<file path="src/rtl/arith_seq_pkg.sv">
// Shared definitions for the arithmetic sequencer: opcode encoding,
// FSM state encoding and a small opcode-class helper.
package arith_seq_pkg;

    typedef enum logic [1:0] {
        OP_ADD = 2'b00,
        OP_SUB = 2'b01,
        OP_MUL = 2'b10,
        OP_DIV = 2'b11
    } op_e;

    // FSM state encoding
    localparam logic [1:0] ST_IDLE = 2'b00;
    localparam logic [1:0] ST_EXEC = 2'b01;
    localparam logic [1:0] ST_DONE = 2'b10;

    // ADD and SUB finish in a single EXEC step and report a carry
    function automatic logic is_addsub(input logic [1:0] op);
        return (op == 2'(OP_ADD)) || (op == 2'(OP_SUB));
    endfunction

endpackage

</file>
<file path="src/rtl/arith_seq_adder.sv">
// WIDTH-bit ripple-carry adder shared by every datapath operation
// of the arithmetic sequencer.
module arith_seq_adder #(
    parameter int WIDTH = 4
) (
    input  logic [WIDTH-1:0] a,
    input  logic [WIDTH-1:0] b,
    input  logic             cin,
    output logic [WIDTH-1:0] sum,
    output logic             cout
);

    logic [WIDTH:0] carry_s;

    // Ripple the carry from bit 0 upward
    always_comb begin
        carry_s    = '0;
        sum        = '0;
        carry_s[0] = cin;
        for (int i = 0; i < WIDTH; i++) begin
            sum[i]         = a[i] ^ b[i] ^ carry_s[i];
            carry_s[i + 1] = (a[i] & b[i]) | (carry_s[i] & (a[i] ^ b[i]));
        end
    end

    assign cout = carry_s[WIDTH];

endmodule

</file>
<file path="src/rtl/arith_sequencer.sv">
// Multi-cycle ADD/SUB/MUL/DIV sequencer with valid/ready handshakes on
// both sides. One shared ripple adder does all the arithmetic: MUL is
// LSB-first shift-add, DIV is MSB-first restoring division.
// Build option: define ARITH_SEQ_DIV_EN to include the divider; without
// it opcode DIV completes immediately with result 0 and err 1.
module arith_sequencer
    import arith_seq_pkg::*;
#(
    parameter int WIDTH = 4
) (
    input  logic                 clk,
    input  logic                 rst,
    input  logic                 in_valid,
    output logic                 in_ready,
    input  logic [1:0]           op,
    input  logic [WIDTH-1:0]     a,
    input  logic [WIDTH-1:0]     b,
    output logic                 out_valid,
    input  logic                 out_ready,
    output logic [2*WIDTH-1:0]   result,
    output logic                 cout,
    output logic                 err
);

    localparam int CW = $clog2(WIDTH + 1);

    logic [1:0]         state_r;
    logic [CW-1:0]      cnt_r;
    logic [1:0]         op_r;
    logic [WIDTH-1:0]   a_r;
    logic [WIDTH-1:0]   b_r;
    // hi_r/lo_r: MUL partial product / multiplier, DIV remainder / quotient
    logic [WIDTH-1:0]   hi_r;
    logic [WIDTH-1:0]   lo_r;
    logic [2*WIDTH-1:0] result_r;
    logic               cout_r;
    logic               err_r;

    logic [WIDTH-1:0]   add_a_s;
    logic [WIDTH-1:0]   add_b_s;
    logic               add_cin_s;
    logic [WIDTH-1:0]   sum_s;
    logic               carry_s;
    logic [WIDTH-1:0]   hi_nxt_s;
    logic [WIDTH-1:0]   lo_nxt_s;
    logic [CW-1:0]      cnt_dec_s;

    arith_seq_adder #(.WIDTH(WIDTH)) u_adder (
        .a    (add_a_s),
        .b    (add_b_s),
        .cin  (add_cin_s),
        .sum  (sum_s),
        .cout (carry_s)
    );

    assign in_ready  = (state_r == ST_IDLE);
    assign out_valid = (state_r == ST_DONE);
    assign result    = result_r;
    assign cout      = cout_r;
    assign err       = err_r;
    assign cnt_dec_s = cnt_r - CW'(1);

    // Steer the shared adder operands according to the latched opcode
    always_comb begin
        add_a_s   = '0;
        add_b_s   = '0;
        add_cin_s = 1'b0;
        case (op_r)
            OP_ADD: begin
                add_a_s   = a_r;
                add_b_s   = b_r;
                add_cin_s = 1'b0;
            end
            OP_SUB: begin
                add_a_s   = a_r;
                add_b_s   = ~b_r;
                add_cin_s = 1'b1;
            end
            OP_MUL: begin
                add_a_s   = hi_r;
                add_b_s   = lo_r[0] ? a_r : {WIDTH{1'b0}};
                add_cin_s = 1'b0;
            end
`ifdef ARITH_SEQ_DIV_EN
            OP_DIV: begin
                // Trial subtraction of the divisor from the shifted remainder
                add_a_s   = {hi_r[WIDTH-2:0], lo_r[WIDTH-1]};
                add_b_s   = ~b_r;
                add_cin_s = 1'b1;
            end
`endif
            default: begin
                add_a_s   = '0;
                add_b_s   = '0;
                add_cin_s = 1'b0;
            end
        endcase
    end

    // Next partial-product / remainder-quotient values for one EXEC step
    always_comb begin
        hi_nxt_s = hi_r;
        lo_nxt_s = lo_r;
        case (op_r)
            OP_MUL: begin
                // Shift {carry, sum, multiplier} right by one
                hi_nxt_s = {carry_s, sum_s[WIDTH-1:1]};
                lo_nxt_s = {sum_s[0], lo_r[WIDTH-1:1]};
            end
`ifdef ARITH_SEQ_DIV_EN
            OP_DIV: begin
                // Shifted-out remainder MSB or adder carry means the trial fits
                if (hi_r[WIDTH-1] | carry_s) begin
                    hi_nxt_s = sum_s;
                    lo_nxt_s = {lo_r[WIDTH-2:0], 1'b1};
                end else begin
                    hi_nxt_s = {hi_r[WIDTH-2:0], lo_r[WIDTH-1]};
                    lo_nxt_s = {lo_r[WIDTH-2:0], 1'b0};
                end
            end
`endif
            default: begin
                hi_nxt_s = hi_r;
                lo_nxt_s = lo_r;
            end
        endcase
    end

    // Sequencer FSM, operand latches, iteration counter and output registers
    always_ff @(posedge clk or posedge rst) begin
        if (rst) begin
            state_r  <= ST_IDLE;
            cnt_r    <= '0;
            op_r     <= 2'b00;
            a_r      <= '0;
            b_r      <= '0;
            hi_r     <= '0;
            lo_r     <= '0;
            result_r <= '0;
            cout_r   <= 1'b0;
            err_r    <= 1'b0;
        end else begin
            case (state_r)
                ST_IDLE: begin
                    if (in_valid) begin
                        a_r  <= a;
                        b_r  <= b;
                        op_r <= op;
                        hi_r <= '0;
                        case (op)
                            OP_ADD, OP_SUB: begin
                                cnt_r   <= CW'(1);
                                lo_r    <= '0;
                                state_r <= ST_EXEC;
                            end
                            OP_MUL: begin
                                cnt_r   <= CW'(WIDTH);
                                lo_r    <= b;
                                state_r <= ST_EXEC;
                            end
                            OP_DIV: begin
`ifdef ARITH_SEQ_DIV_EN
                                if (b == {WIDTH{1'b0}}) begin
                                    cnt_r    <= '0;
                                    lo_r     <= '0;
                                    result_r <= {(2*WIDTH){1'b1}};
                                    cout_r   <= 1'b0;
                                    err_r    <= 1'b1;
                                    state_r  <= ST_DONE;
                                end else begin
                                    cnt_r   <= CW'(WIDTH);
                                    lo_r    <= a;
                                    state_r <= ST_EXEC;
                                end
`else
                                cnt_r    <= '0;
                                lo_r     <= '0;
                                result_r <= '0;
                                cout_r   <= 1'b0;
                                err_r    <= 1'b1;
                                state_r  <= ST_DONE;
`endif
                            end
                            default: begin
                                state_r <= ST_IDLE;
                            end
                        endcase
                    end else begin
                        state_r <= ST_IDLE;
                    end
                end
                ST_EXEC: begin
                    cnt_r <= cnt_dec_s;
                    hi_r  <= hi_nxt_s;
                    lo_r  <= lo_nxt_s;
                    if (cnt_dec_s == {CW{1'b0}}) begin
                        state_r <= ST_DONE;
                        err_r   <= 1'b0;
                        if (is_addsub(op_r)) begin
                            result_r <= {{WIDTH{1'b0}}, sum_s};
                            cout_r   <= carry_s;
                        end else begin
                            result_r <= {hi_nxt_s, lo_nxt_s};
                            cout_r   <= 1'b0;
                        end
                    end else begin
                        state_r <= ST_EXEC;
                    end
                end
                ST_DONE: begin
                    if (out_ready) begin
                        state_r  <= ST_IDLE;
                        result_r <= '0;
                        cout_r   <= 1'b0;
                        err_r    <= 1'b0;
                    end else begin
                        state_r <= ST_DONE;
                    end
                end
                default: begin
                    state_r  <= ST_IDLE;
                    cnt_r    <= '0;
                    result_r <= '0;
                    cout_r   <= 1'b0;
                    err_r    <= 1'b0;
                end
            endcase
        end
    end

endmodule

</file>
<file path="config.mk">
export PLATFORM = sky130hd
export DESIGN_NAME = arith_sequencer
export DESIGN_NICKNAME = d
export VERILOG_FILES = /design/src/rtl/arith_seq_pkg.sv /design/src/rtl/arith_seq_adder.sv /design/src/rtl/arith_sequencer.sv
export SDC_FILE = /design/constraint.sdc
export NUM_CORES = 1
export LEC_CHECK = 0
export ABC_AREA = 1
export CORE_ASPECT_RATIO = 0.75
export CORE_MARGIN = 2
export CORE_UTILIZATION = 55
export DETAILED_ROUTE_END_ITERATION = 8
export GPL_ROUTABILITY_DRIVEN = 0
export PLACE_DENSITY = 0.85
export SYNTH_ARGS = -nofsm -noshare
export SYNTH_HDL_FRONTEND = slang
export SYNTH_SLANG_ARGS = --single-unit
</file>
<file path="constraint.sdc">
create_clock -name clk -period 6.5 [get_ports clk]
set_input_delay 0.65 -clock clk [delete_from_list [all_inputs] [get_ports clk]]
set_output_delay 0.65 -clock clk [all_outputs]
set_load 0.005 [all_outputs]
</file>
* Word-level counts from Yosys, hierarchy flattened
Cells that the tools add are included.
** Word-level totals
- Register bits after elaboration :: 33
- Input port bits :: 14
- Output and inout bits :: 12
- Word-level logic and storage cells :: 93
** Cells by class
- $add $sub $neg :: 1
- Equality and inequality tests :: 11
- Multiplexer cells :: 35
- Bitwise logic cells :: 22
- Reduce and logical (&&, ||, !) cells :: 14
** Operators by type and width (number)
- 8-bit 2-to-1 mux :: 5
- 4-bit case mux with 2 select lines :: 4
- 8-bit case mux with 3 select lines :: 1
- 4-bit 2-to-1 mux :: 5
- 3-bit case mux with 3 select lines :: 2
- 4-bit case mux with 3 select lines :: 1
- 1-bit 2-to-1 mux :: 9
- 1-bit bitwise AND :: 8
- 2-bit == test (second input constant) :: 4
- 1-bit XOR :: 8
- 2-bit by 1-bit == test with 1-bit output (second input constant) :: 3
- 2-bit zero test :: 3
- 2-bit 2-to-1 mux :: 3
- 1-bit case mux with 3 select lines :: 2
- 2-bit case mux with 3 select lines :: 1
- 2-bit AND reduction :: 3
- 3-bit OR reduction :: 2
- 2-bit by 1-bit != test with 1-bit output (second input constant) :: 2
- 2-bit != test (second input constant) :: 2
- 4-bit NOT :: 1
- 1-bit bitwise OR :: 4
- 2-bit case mux with 2 select lines :: 1
- 4-bit AND reduction :: 1
- 2-bit OR reduction :: 2
- other kinds (6) :: 6

* Depth between registers and ports, before layout
Gate-level depths: netlist of run 1.
- Depth after elaboration :: 16
- Depth in mapped cells :: 14
- Gate-level depth less buffers :: 13

* Hierarchy
From an unflattened synthesis of run 1, not the netlist that was laid out.
** Unflattened totals
- Cells, all modules :: 253
- Area, all modules :: 1895.6 um2
** Modules (own cells, without submodules)
- arith_sequencer :: times used 1, cells each 239, area each 1778.0 um2
- arith_seq_adder :: times used 1, cells each 14, area each 117.6 um2

* Worst setup path before layout of run 1
No wires, ideal clock.
- Kind :: reg-to-reg
- Start point :: reg op_r[1]
- End point :: reg result_r[6] (netlist: result[6])
- Library setup time :: 0.065 ns
- Arrival time :: 2.679 ns
- Setup slack :: 3.756 ns
- Stages on the path, launching flop included :: 15
- Buffers on the path :: 1
- Clock period less this slack :: 2.744 ns
- Path through :: dfrtp_1 -> buf_2 -> inv_2 -> nand2_1 -> o221ai_1 -> fa_1 -> fa_1 -> inv_1 -> fa_1 -> fa_1 -> nand3_1 -> nand3_1 -> nor2_1 -> nand2_1 -> nand2_1
** Between the ends
- Cells in the longest elaborated chain, start to end :: 15
** Ends and longest elaborated chain
- from (decl) :: RTL line arith_sequencer.sv:29 : logic [1:0] op_r;
- from (signal assigned) :: RTL line arith_sequencer.sv:148 : op_r <= op;
- 2-bit by 1-bit == test with 1-bit output / 2-bit zero test (equally long branches) :: RTL line arith_seq_pkg.sv:19, arith_sequencer.sv:68
- 2-bit OR reduction (no line)
- 4-bit case mux with 2 select lines :: RTL line arith_sequencer.sv:68 : case (op_r)
- 1-bit XOR :: RTL line arith_seq_adder.sv:22 : carry_s[i + 1] = (a[i] & b[i]) | (carry_s[i] & (a[i] ^ b[i]));
- 1-bit bitwise AND :: RTL line arith_seq_adder.sv:22
- 1-bit bitwise OR :: RTL line arith_seq_adder.sv:22
- 1-bit bitwise AND :: RTL line arith_seq_adder.sv:22
- 1-bit bitwise OR :: RTL line arith_seq_adder.sv:22
- 1-bit bitwise AND :: RTL line arith_seq_adder.sv:22
- 1-bit bitwise OR :: RTL line arith_seq_adder.sv:22
- 1-bit XOR :: RTL line arith_seq_adder.sv:21 : sum[i] = a[i] ^ b[i] ^ carry_s[i];
- 4-bit 2-to-1 mux :: RTL line arith_sequencer.sv:104 : case (op_r)
- 8-bit 2-to-1 mux * :: RTL line arith_sequencer.sv:199 : if (is_addsub(op_r)) begin
- 8-bit 2-to-1 mux * :: RTL line arith_sequencer.sv:196 : if (cnt_dec_s == {CW{1'b0}}) begin
- 8-bit case mux with 3 select lines * :: RTL line arith_sequencer.sv:143 : case (state_r)
- to (signal assigned) :: RTL line arith_sequencer.sv:200 : result_r <= {{WIDTH{1'b0}}, sum_s};
- to (signal assigned) :: RTL line arith_sequencer.sv:203 : result_r <= {hi_nxt_s, lo_nxt_s};
- to (decl) :: RTL line arith_sequencer.sv:35 : logic [2*WIDTH-1:0] result_r;
Every way passes the cells marked *; elsewhere a longest branch is shown, timed or not. The select of a mux whose other input is x is not followed.
A chain may end at the register's enable or synchronous reset.

* Worst setup path in the final report of run 1
- Start point :: reg op_r[1]
- End point :: reg result_r[3] (netlist: result[3])
** Between the ends
- Cells in the longest elaborated chain, start to end :: 14
** Ends and longest elaborated chain (RTL line)
- 2-bit by 1-bit == test with 1-bit output / 2-bit zero test (equally long branches) :: arith_seq_pkg.sv:19, arith_sequencer.sv:68
- 2-bit OR reduction (no line)
- 4-bit case mux with 2 select lines :: arith_sequencer.sv:68
- 1-bit XOR :: arith_seq_adder.sv:21, arith_seq_adder.sv:22
- 1-bit bitwise AND :: arith_seq_adder.sv:22
- 1-bit bitwise OR :: arith_seq_adder.sv:22
- 1-bit bitwise AND :: arith_seq_adder.sv:22
- 1-bit bitwise OR :: arith_seq_adder.sv:22
- 1-bit bitwise AND :: arith_seq_adder.sv:22
- 1-bit bitwise OR :: arith_seq_adder.sv:22
- 1-bit XOR :: arith_seq_adder.sv:21
- 8-bit 2-to-1 mux * :: arith_sequencer.sv:199
- 8-bit 2-to-1 mux * :: arith_sequencer.sv:196
- 8-bit case mux with 3 select lines * :: arith_sequencer.sv:143
Marked as above.

==> results of run 1 <==
## per-layer routing
layer,vias to the layer above,GRT usage,share of wire
li1,833,-,-
met1,779,0.3306,0.47
met2,62,0.3935,0.44
met3,9,0.05893,0.078
met4,0,0.07547,0.013
met5,-,0,0
## final cells by class
type	count	area, um^2
well taps	40	50.05
inverters	39	146.4
fillers	266	1035
multi-input cells	166	849.6
flip-flops and latches	33	825.8
clock buffers	7	96.34
repair buffers	26	257.7
clock inverters	1	5.005
## power by group
part	total [W]	internal, W	switching [W]
Clock	0.000168	0.0000956	0.0000726
Sequential	0.000378	0.000298	0.0000796
Combinational	0.000671	0.000256	0.000415
## tightest hold or removal path, stage by stage (launching register included)
cell and delay [ns]:
dfrtp_1 0.34, nand2_1 0.05, nand2_1 0.04
## cell usage in the layout, fill, tap and decap left out
cell / instances
a21oi_1: 3
a21oi_2: 1
a31oi_1: 1
buf_4: 1
clkbuf_8: 7
clkdlybuf4s50_1: 25
clkinv_2: 1
dfrtp_1: 33
fa_1: 4
ha_1: 2
inv_1: 35
inv_2: 4
nand2_1: 78
nand2_2: 2
nand2_4: 2
nand3_1: 30
nand3b_1: 1
nor2_1: 9
nor2_4: 1
nor3_1: 1
o211ai_1: 1
o21ai_0: 21
o221ai_1: 4
o22ai_1: 5
## cells by family (layout without fill, tap and decap cells)
logic type,count (synthesis),count (layout),share of synthesized area
adders and majority gates,6,6,0.05649
AOI/OAI and AO/OA,36,36,0.1123
buffers and inverters,45,73,0.09953
and+or+nand+nor,124,124,0.2878
DFF,33,33,0.4438
## through the flow
step                      cells    util  worst slack, ns  cell area [um^2]
after global placement      304  0.6521            3.337              2130
final                       312  0.6831            3.113              2231
after detailed placement    304  0.6521            3.205              2130
after global routing        312  0.6831            2.826              2231
after floorplan             244       -            3.756              1861
after CTS                   312  0.6831            3.158              2231
## worst paths after layout
| path | slack (ns) | from | endpoint | cells after the start |
|---|---|---|---|---|
| max | 3.11 | op_r[1] | result[3] | 13 |
| min | 0.47 | err | err | 2 |
| max reg2reg | 3.11 | op_r[1] | result[3] | 13 |
| min reg2reg | 0.47 | err | err | 2 |
| max in group asynchronous | 5.44 | rst | lo_r[3] | 3 |
| min in group asynchronous | 0.76 | rst | state_r[1] | 3 |
## flip-flops by register name (all words and copies together) (netlist names), 2 cells and up
name,flops
state_r,2
op_r,2
lo_r,4
result,8
hi_r,4
cnt_r,3
b_r,4
a_r,4
==> flow_summary_export.csv, run 1 <==
group,metric,value,unit
global_routing,grtUsageTotal,0.2433,
sta,grt_setup_unrepaired,"no",
floorplan,die_height,54.37,um
floorplan,core_area,0.003266,mm^2
global_routing,grt_max_degree,34,
clock_network,cts_num_sinks,33,
worst_setup_path,end_kind,"flip-flop",
power_and_ir_drop,power_density,545.6,mW/mm^2
final_layout,area.growth.synth_to_final,19.91,%
logic_synthesis,postSynth.asyncResetShare,1.000,
clock_network,cts_tree,"built",
worst_setup_path,arrival,3.61,ns
route,post_drt_wl_per_cell,13.07,um
logic_synthesis,ys_types,23,
logic_synthesis,synthCells,244,
final_layout,diodes,0,
logic_synthesis,synth_area,0.001861,mm^2
clock_network,root_buffer,"clkbuf_8",
clock_network,cts_made_buffers,5,
worst_setup_path,crit_slowest_cell,"dfrtp_1",
route,finalWirelength,4078,um
global_routing,grt_pass1_vias,1557,
power_and_ir_drop,total_power,0.001217,W
sta,clock.fmax,0.2953,GHz
logic_synthesis,synth_area_leaders,"dfrtp_1 44%, nand2_1 16%, nand3_1 8.1%, inv_1 7.1%, o21ai_0 5.6%",
logic_synthesis,synth_fp_nets,264,
final_layout,nets,291,
floorplan,die_area,0.003869,mm^2
worst_setup_path,cp.required,6.72,ns
route,dr_total_vias,1683,
sta,drv_slew,0,
worst_setup_path,path_class,"flip-flop to flip-flop",
worst_setup_path,cp-start-kind,"flip-flop",
power_and_ir_drop,leakage,1.150,nW
logic_synthesis,synth_top_area_frac,0.4438,
logic_synthesis,yosysSeqAreaShare,0.4438,
clock_network,ctsHoldBuffers,0,
route,ant_nets,0,
sta,worst_slew_pin_slew,0.6543,ns
route,drt_iter0_drc,133,
logic_synthesis,synth_flop_cell,"dfrtp_1",
sta,slew_headroom,0.5638,
worst_setup_path,critPathBufInv,3,
sta,hold_viol_final,0,
clock_network,post_cts_resized,0,
power_and_ir_drop,ir_worst_vdd,262.7,uV
logic_synthesis,synth_edf_count,0,
floorplan,start_util,0.5697,
floorplan,io_pins,26,
outcome,outcome,"completed",
sta,tns,0,ns
worst_setup_path,crit_family,"adder cells",
global_routing,grt_overflow,0,
worst_setup_path,cp_max_fo,21,
logic_synthesis,yosys-top-cells-count,"78 x nand2_1, 35 x inv_1, 33 x dfrtp_1",
logic_synthesis,yosys.area.top_type,"dfrtp_1",
place,numPortBuffers,25,
sta,whs,0.4691,ns
sta,setup_viol,0,
logic_synthesis,ys_ff_latch,33,
logic_synthesis,syn_area_per_cell,7.625,um^2
clock_network,worstSkewPairLatency,0.29,ns
sta,post-route-min-period,3.387,ns
floorplan,fp.dieW,71.16,um
clock_network,cts.clk_slew.worst_paths,0.07,ns
route,firstDrtPassIters,4,
clock_network,cts_max_level,2,
sta,period_share,0.5211,
job,timing.max_cap.violations,0,
final_layout,final_layout_size_suffix_gt1_frac,0.06985,
clock_network,postCtsSetupBuffers,0,
route,drc,0,
place,hpwl,2929,um
floorplan,std_cell_rows,18,
sta,fin_skew,0.005425,ns
worst_setup_path,crit_chain,"inv_2, nand2_1, o221ai_1, fa_1, fa_1, inv_1, fa_1, fa_1, a21oi_1, nand2_1, inv_1, nand2_1, nand2_1",
logic_synthesis,yosys.cell_count.top_type,"nand2_1",
logic_synthesis,yosysWarnings,0,
global_routing,antenna_found_initial,0,
route,via_per_inst,5.394,
hold_path,hold_path.class,"flip-flop to flip-flop",
clock_network,max-clock-path-buffers,2,
worst_setup_path,cpPeakStageDelay,0.76,ns
global_routing,grt_pass1_wl,7065,um
Power figures use the tool's default switching activity.
==> run 2: changes to the inputs <==
--- a/config.mk
+++ b/config.mk
@@ -8,10 +8,10 @@
 export ABC_AREA = 1
 export CORE_ASPECT_RATIO = 0.75
 export CORE_MARGIN = 2
-export CORE_UTILIZATION = 55
+export CORE_UTILIZATION = 49
 export DETAILED_ROUTE_END_ITERATION = 8
 export GPL_ROUTABILITY_DRIVEN = 0
-export PLACE_DENSITY = 0.85
+export PLACE_DENSITY = 0.81
 export SYNTH_ARGS = -nofsm -noshare
 export SYNTH_HDL_FRONTEND = slang
 export SYNTH_SLANG_ARGS = --single-unit
==> constraint.sdc (replaced) <==
create_clock -name clk -period 2.7 [get_ports clk]
set_input_delay 0.27 -clock clk [delete_from_list [all_inputs] [get_ports clk]]
set_output_delay 0.27 -clock clk [all_outputs]
set_load 0.005 [all_outputs]
==> flow_summary_export.csv, run 2 (synthesis gave the netlist of run 1 again) <==
group,metric,value,unit
sta,setup_viol,2,
final_layout,area.growth.synth_to_final,27.24,%
place,hpwl,3031,um
route,via_per_inst,5.166,
sta,post-route-min-period,2.759,ns
worst_setup_path,cp_max_fo,4,
clock_network,cts.clk_slew.worst_paths,0.07,ns
floorplan,die_height,57.37,um
sta,worst_slew_pin_slew,0.5118,ns
global_routing,grt_overflow,0,
job,timing.max_cap.violations,0,
final_layout,nFillCells,331,
power_and_ir_drop,power_density,1343,mW/mm^2
global_routing,antenna_found_initial,0,
route,finalWirelength,4426,um
clock_network,root_buffer,"clkbuf_8",
final_layout,final_layout_size_suffix_gt1_frac,0.1434,
floorplan,fp.dieW,75.15,um
clock_network,cts_tree,"built",
floorplan,core_area,0.003661,mm^2
route,ant_nets,0,
final_layout,nets,299,
hold_path,hold_path.class,"input pin to asynchronous set/reset pin",
final_layout,diodes,0,
global_routing,grt_pass1_vias,1571,
outcome,violations,"setup timing",
worst_setup_path,arrival,2.93,ns
outcome,outcome,"complete, but fails checks",
sta,slew_headroom,0.6552,
floorplan,io_pins,26,
sta,hold_viol_final,0,
global_routing,grt_pass1_wl,6893,um
route,post_drt_wl_per_cell,13.37,um
sta,period_share,1.022,
power_and_ir_drop,total_power,0.003180,W
worst_setup_path,reg2reg_setup_slack,-0.06,ns
final_layout,most-common-layout-cells,"77 x nand2_1, 34 x inv_1, 31 x dfrtp_1",
final_layout,mostFrequentLayoutCell,"nand2_1",
sta,whs,0.3705,ns
worst_setup_path,cp-start-kind,"flip-flop",
clock_network,worstSkewPairLatency,0.28,ns
floorplan,die_area,0.004311,mm^2
route,drt_iter0_drc,122,
clock_network,cts_max_level,2,
worst_setup_path,worstSetupStartpoint,"op_r[0]",
final_layout,largest_reg_flops,8,
power_and_ir_drop,ir_worst_vdd,708.8,uV
route,drc,0,
sta,grt_setup_unrepaired,"yes",
floorplan,start_util,0.5082,
place,numPortBuffers,25,
route,firstDrtPassIters,4,
clock_network,cts_num_sinks,33,
worst_setup_path,reg2reg_from,"op_r[0]",
global_routing,grt_max_degree,34,
floorplan,std_cell_rows,19,
sta,drv_slew,0,
clock_network,max-clock-path-buffers,2,
sta,fin_skew,0.006489,ns
sta,fin_ws,-0.05897,ns
sta,clock.fmax,0.3625,GHz
route,dr_total_vias,1710,
worst_setup_path,path_class,"flip-flop to flip-flop",
clock_network,cts_made_buffers,5,
worst_setup_path,end_kind,"flip-flop",
worst_setup_path,cp.required,2.87,ns
power_and_ir_drop,leakage,1.186,nW
global_routing,grtUsageTotal,0.2110,
## run 2: changes by cell type in the layout (fill, tap and decap cells not counted), moves of 2 or more
cell	change
buf_4	+7
dfrtp_1	-2
dfrtp_2	+2
fa_1	-4
fa_2	+4
nand3_1	-3
nand3_2	+3
o221ai_1	-2
## run 2: report_power, final
part / switching [W] / internal, W / leakage [nW]
Clock: 0.000165 / 0.000202 / 0.0443
Sequential: 0.000181 / 0.000721 / 0.422
Combinational: 0.00114 / 0.000767 / 0.720
Total: 0.00149 / 0.00169 / 1.19
## run 2: area by class of cell
| cell class | count | area [um^2] | area share |
|---|---|---|---|
| flip-flops and latches | 33 | 828.3 | 0.3499 |
| inverters | 39 | 146.4 | 0.06184 |
| well taps | 52 | 65.06 | 0.02748 |
| repair buffers | 34 | 321.6 | 0.1358 |
| clock buffers | 7 | 86.33 | 0.03647 |
| multi-input cells | 166 | 919.6 | 0.3885 |
## run 2: repair_timing
| item | in CTS | in global routing |
|---|---|---|
| setup endpoints to repair | 2 | 7 |
| resized for setup | 2 | 17 |
| hold buffers | 0 | 0 |
| pin swaps | 0 | 10 |
| setup buffers | 0 | 0 |
## run 2: routing by layer
metal,part of all wire,vias to the layer above,track usage
met3,0.066,9,0.04947
met5,0,-,0
li1,-,844,-
met4,0.012,0,0.06767
met1,0.47,797,0.3010
met2,0.45,60,0.3195
## run 2: final timing paths
kind	end	depth (start not counted)
max	result[6]	13
min	cnt_r[2]	3
max reg2reg	result[6]	13
min reg2reg	result[1]	2
max in group asynchronous	op_r[1]	3
min in group clk	result[1]	2
## run 2: per-stage QoR
step           cells    util  setup TNS (ns)  setup slack [ns]  area (um^2)
6_report         331  0.6466        -0.07306          -0.05897         2367
5_1_grt          331  0.6466         -0.6054           -0.1708         2367
4_1_cts          331  0.6268               0           0.01224         2295
3_5_place_dp     324  0.6022         -0.1166          -0.08357         2205
3_3_place_gp     324  0.6022               0           0.05776         2205
2_1_floorplan    244       -               0          0.001033         1863
## run 2: worst max-delay path: stages, from the launching register on
cell and delay (ns):
dfrtp_2 0.47, inv_2 0.11, nand3_2 0.12, o221ai_4 0.19
fa_2 0.26, fa_2 0.20, inv_2 0.04, fa_2 0.36
fa_2 0.59, nand3_2 0.07, nand3_2 0.07, nor2_1 0.05
nand2_1 0.07, nand2_1 0.05
==> run 3: changes to the inputs <==
--- a/config.mk
+++ b/config.mk
@@ -7,7 +7,7 @@
 export LEC_CHECK = 0
 export ABC_AREA = 1
 export CORE_ASPECT_RATIO = 0.75
-export CORE_MARGIN = 2
+export CORE_MARGIN = 5
 export CORE_UTILIZATION = 49
 export DETAILED_ROUTE_END_ITERATION = 8
 export GPL_ROUTABILITY_DRIVEN = 0
==> flow_summary_export.csv, run 3 (synthesis gave the netlist of run 1 again) <==
group,metric,value,unit
worst_setup_path,cp-start-kind,"flip-flop",
sta,fin_ws,0.04095,ns
final_layout,most-common-layout-cells,"77 x nand2_1, 33 x inv_1, 32 x dfrtp_1",
clock_network,cts_max_level,2,
global_routing,grt_overflow,0,
sta,worst_slew_pin_slew,0.5157,ns
worst_setup_path,reg2reg_setup_slack,0.04,ns
sta,period_share,0.9848,
global_routing,antenna_found_initial,0,
floorplan,fp.dieW,81.15,um
hold_path,hold_path.class,"input pin to asynchronous set/reset pin",
global_routing,grtUsageTotal,0.1909,
route,via_per_inst,5.147,
final_layout,final_layout_size_suffix_gt1_frac,0.1423,
outcome,outcome,"completed",
power_and_ir_drop,leakage,1.181,nW
sta,slew_headroom,0.6525,
route,firstDrtPassIters,4,
worst_setup_path,r2r_end,"result[6]",
final_layout,area.growth.synth_to_final,26.23,%
floorplan,die_height,63.37,um
sta,fin_skew,0.006174,ns
global_routing,grt_pass1_wl,7569,um
clock_network,root_buffer,"clkbuf_8",
route,finalWirelength,4424,um
worst_setup_path,worstSetupStartpoint,"op_r[0]",
final_layout,mostFrequentLayoutCell,"nand2_1",
final_layout,nets,300,
floorplan,std_cell_rows,19,
power_and_ir_drop,ir_worst_vdd,559.0,uV
worst_setup_path,path_class,"flip-flop to flip-flop",
final_layout,fin_area,0.002349,mm^2
global_routing,grt_pass1_vias,1658,
clock_network,max-clock-path-buffers,2,
worst_setup_path,arrival,2.85,ns
sta,clock.fmax,0.3761,GHz
global_routing,grt_max_degree,34,
power_and_ir_drop,p_clk_frac,0.116,
clock_network,worstSkewPairLatency,0.29,ns
clock_network,cts_made_buffers,5,
floorplan,io_pins,26,
clock_network,ctsHoldBuffers,0,
floorplan,start_util,0.5082,
power_and_ir_drop,p_seq_frac,0.283,
final_layout,finalNonFillerCells,333,
clock_network,cts.clk_slew.worst_paths,0.07,ns
worst_setup_path,worstRegToRegCells,13,
floorplan,core_area,0.003661,mm^2
sta,drv_slew,0,
job,timing.max_cap.violations,0,
sta,setup_viol,0,
place,place_inst,324,
worst_setup_path,cp.required,2.89,ns
route,ant_nets,0,
sta,grt_setup_unrepaired,"yes",
power_and_ir_drop,p_sw,0.001456,W
worst_setup_path,end_kind,"flip-flop",
final_layout,diodes,0,
floorplan,die_area,0.005142,mm^2
place,hpwl,3065,um
clock_network,cts_tree,"built",
route,drc,0,
sta,hold_viol_final,0,
clock_network,cts_num_sinks,33,
power_and_ir_drop,p_sw_frac,0.4677,
worst_setup_path,reg2reg_from,"op_r[0]",
place,placed_cell_area,0.002205,mm^2
power_and_ir_drop,p_int,0.001657,W
route,dr_total_vias,1714,
place,numPortBuffers,25,
route,drt_iter0_drc,163,
final_layout,largest_reg_flops,8,
place,dpl_worst_slack,-0.06577,ns
power_and_ir_drop,power_density,1325,mW/mm^2
route,post_drt_wl_per_cell,13.29,um
sta,post-route-min-period,2.659,ns
power_and_ir_drop,combPwrFrac,0.601,
worst_setup_path,cp_max_fo,4,
[run 3: final cells by class]
type	instances	area, um^2
sequential	33	827.0
timing repair buffer	35	329.1
tap	52	65.06
inverter	39	146.4
clock buffer	8	80.08
fill	331	1313
multi-input combinational	166	900.9
[run 3: per-stage QoR]
stage	power (W)	utilization	hold slack, ns	TNS [ns]
floorplan	0.002069	-	0.3796	0
global placement	0.002540	0.6022	0.4574	0
detailed placement	0.002595	0.6022	0.4610	-0.07848
CTS	0.002990	0.6271	0.3819	0
global route	0.003420	0.6415	0.4137	-0.1219
finish	0.003113	0.6415	0.3685	0
[run 3: timing repair]
item | 4_1_cts | 5_1_grt
gates cloned | 0 | 0
resized for setup | 2 | 14
endpoints found under the setup margin | 2 | 5
hold endpoints to repair | 0 | 0
pin swaps | 0 | 6
buffers inserted | 1 | 0
[run 3: power by group through the flow]
stage	sequential (W)	clock, W	combinational (W)
final	0.000881	0.000362	0.00187
after global routing	0.000908	0.000393	0.00212
after CTS	0.000872	0.000369	0.00175
after detailed placement	0.000881	0	0.00171
after global placement	0.000872	0	0.00167
after floorplan	0.000847	0	0.00122
[run 3: critical path: stages, from the launching register on]
cell	delay, ns
dfrtp_1	0.44
inv_2	0.11
nand3_2	0.08
buf_4	0.15
o221ai_1	0.22
fa_2	0.25
inv_2	0.04
fa_2	0.37
fa_2	0.57
nand3_2	0.08
nand3_2	0.10
nor2_1	0.05
nand2_1	0.06
nand2_1	0.04
[run 3: how the worst max path moves through the flow]
stage / endpoint / slack (ns) / depth (start not counted)
floorplan: result[6] / 0.001 / 14
global placement: result[6] / 0.08 / 13
detailed placement: result[6] / -0.07 / 13
CTS: result[6] / 0.009 / 13
global route: result[6] / -0.07 / 13
finish: result[6] / 0.04 / 13
[run 3: metal layers]
layer	vias to the layer above	track usage	wire [um]
met4	0	0.08861	57
met2	58	0.2859	1974
met3	5	0.05271	334
met5	-	0	0
li1	854	-	-
met1	797	0.2545	2057
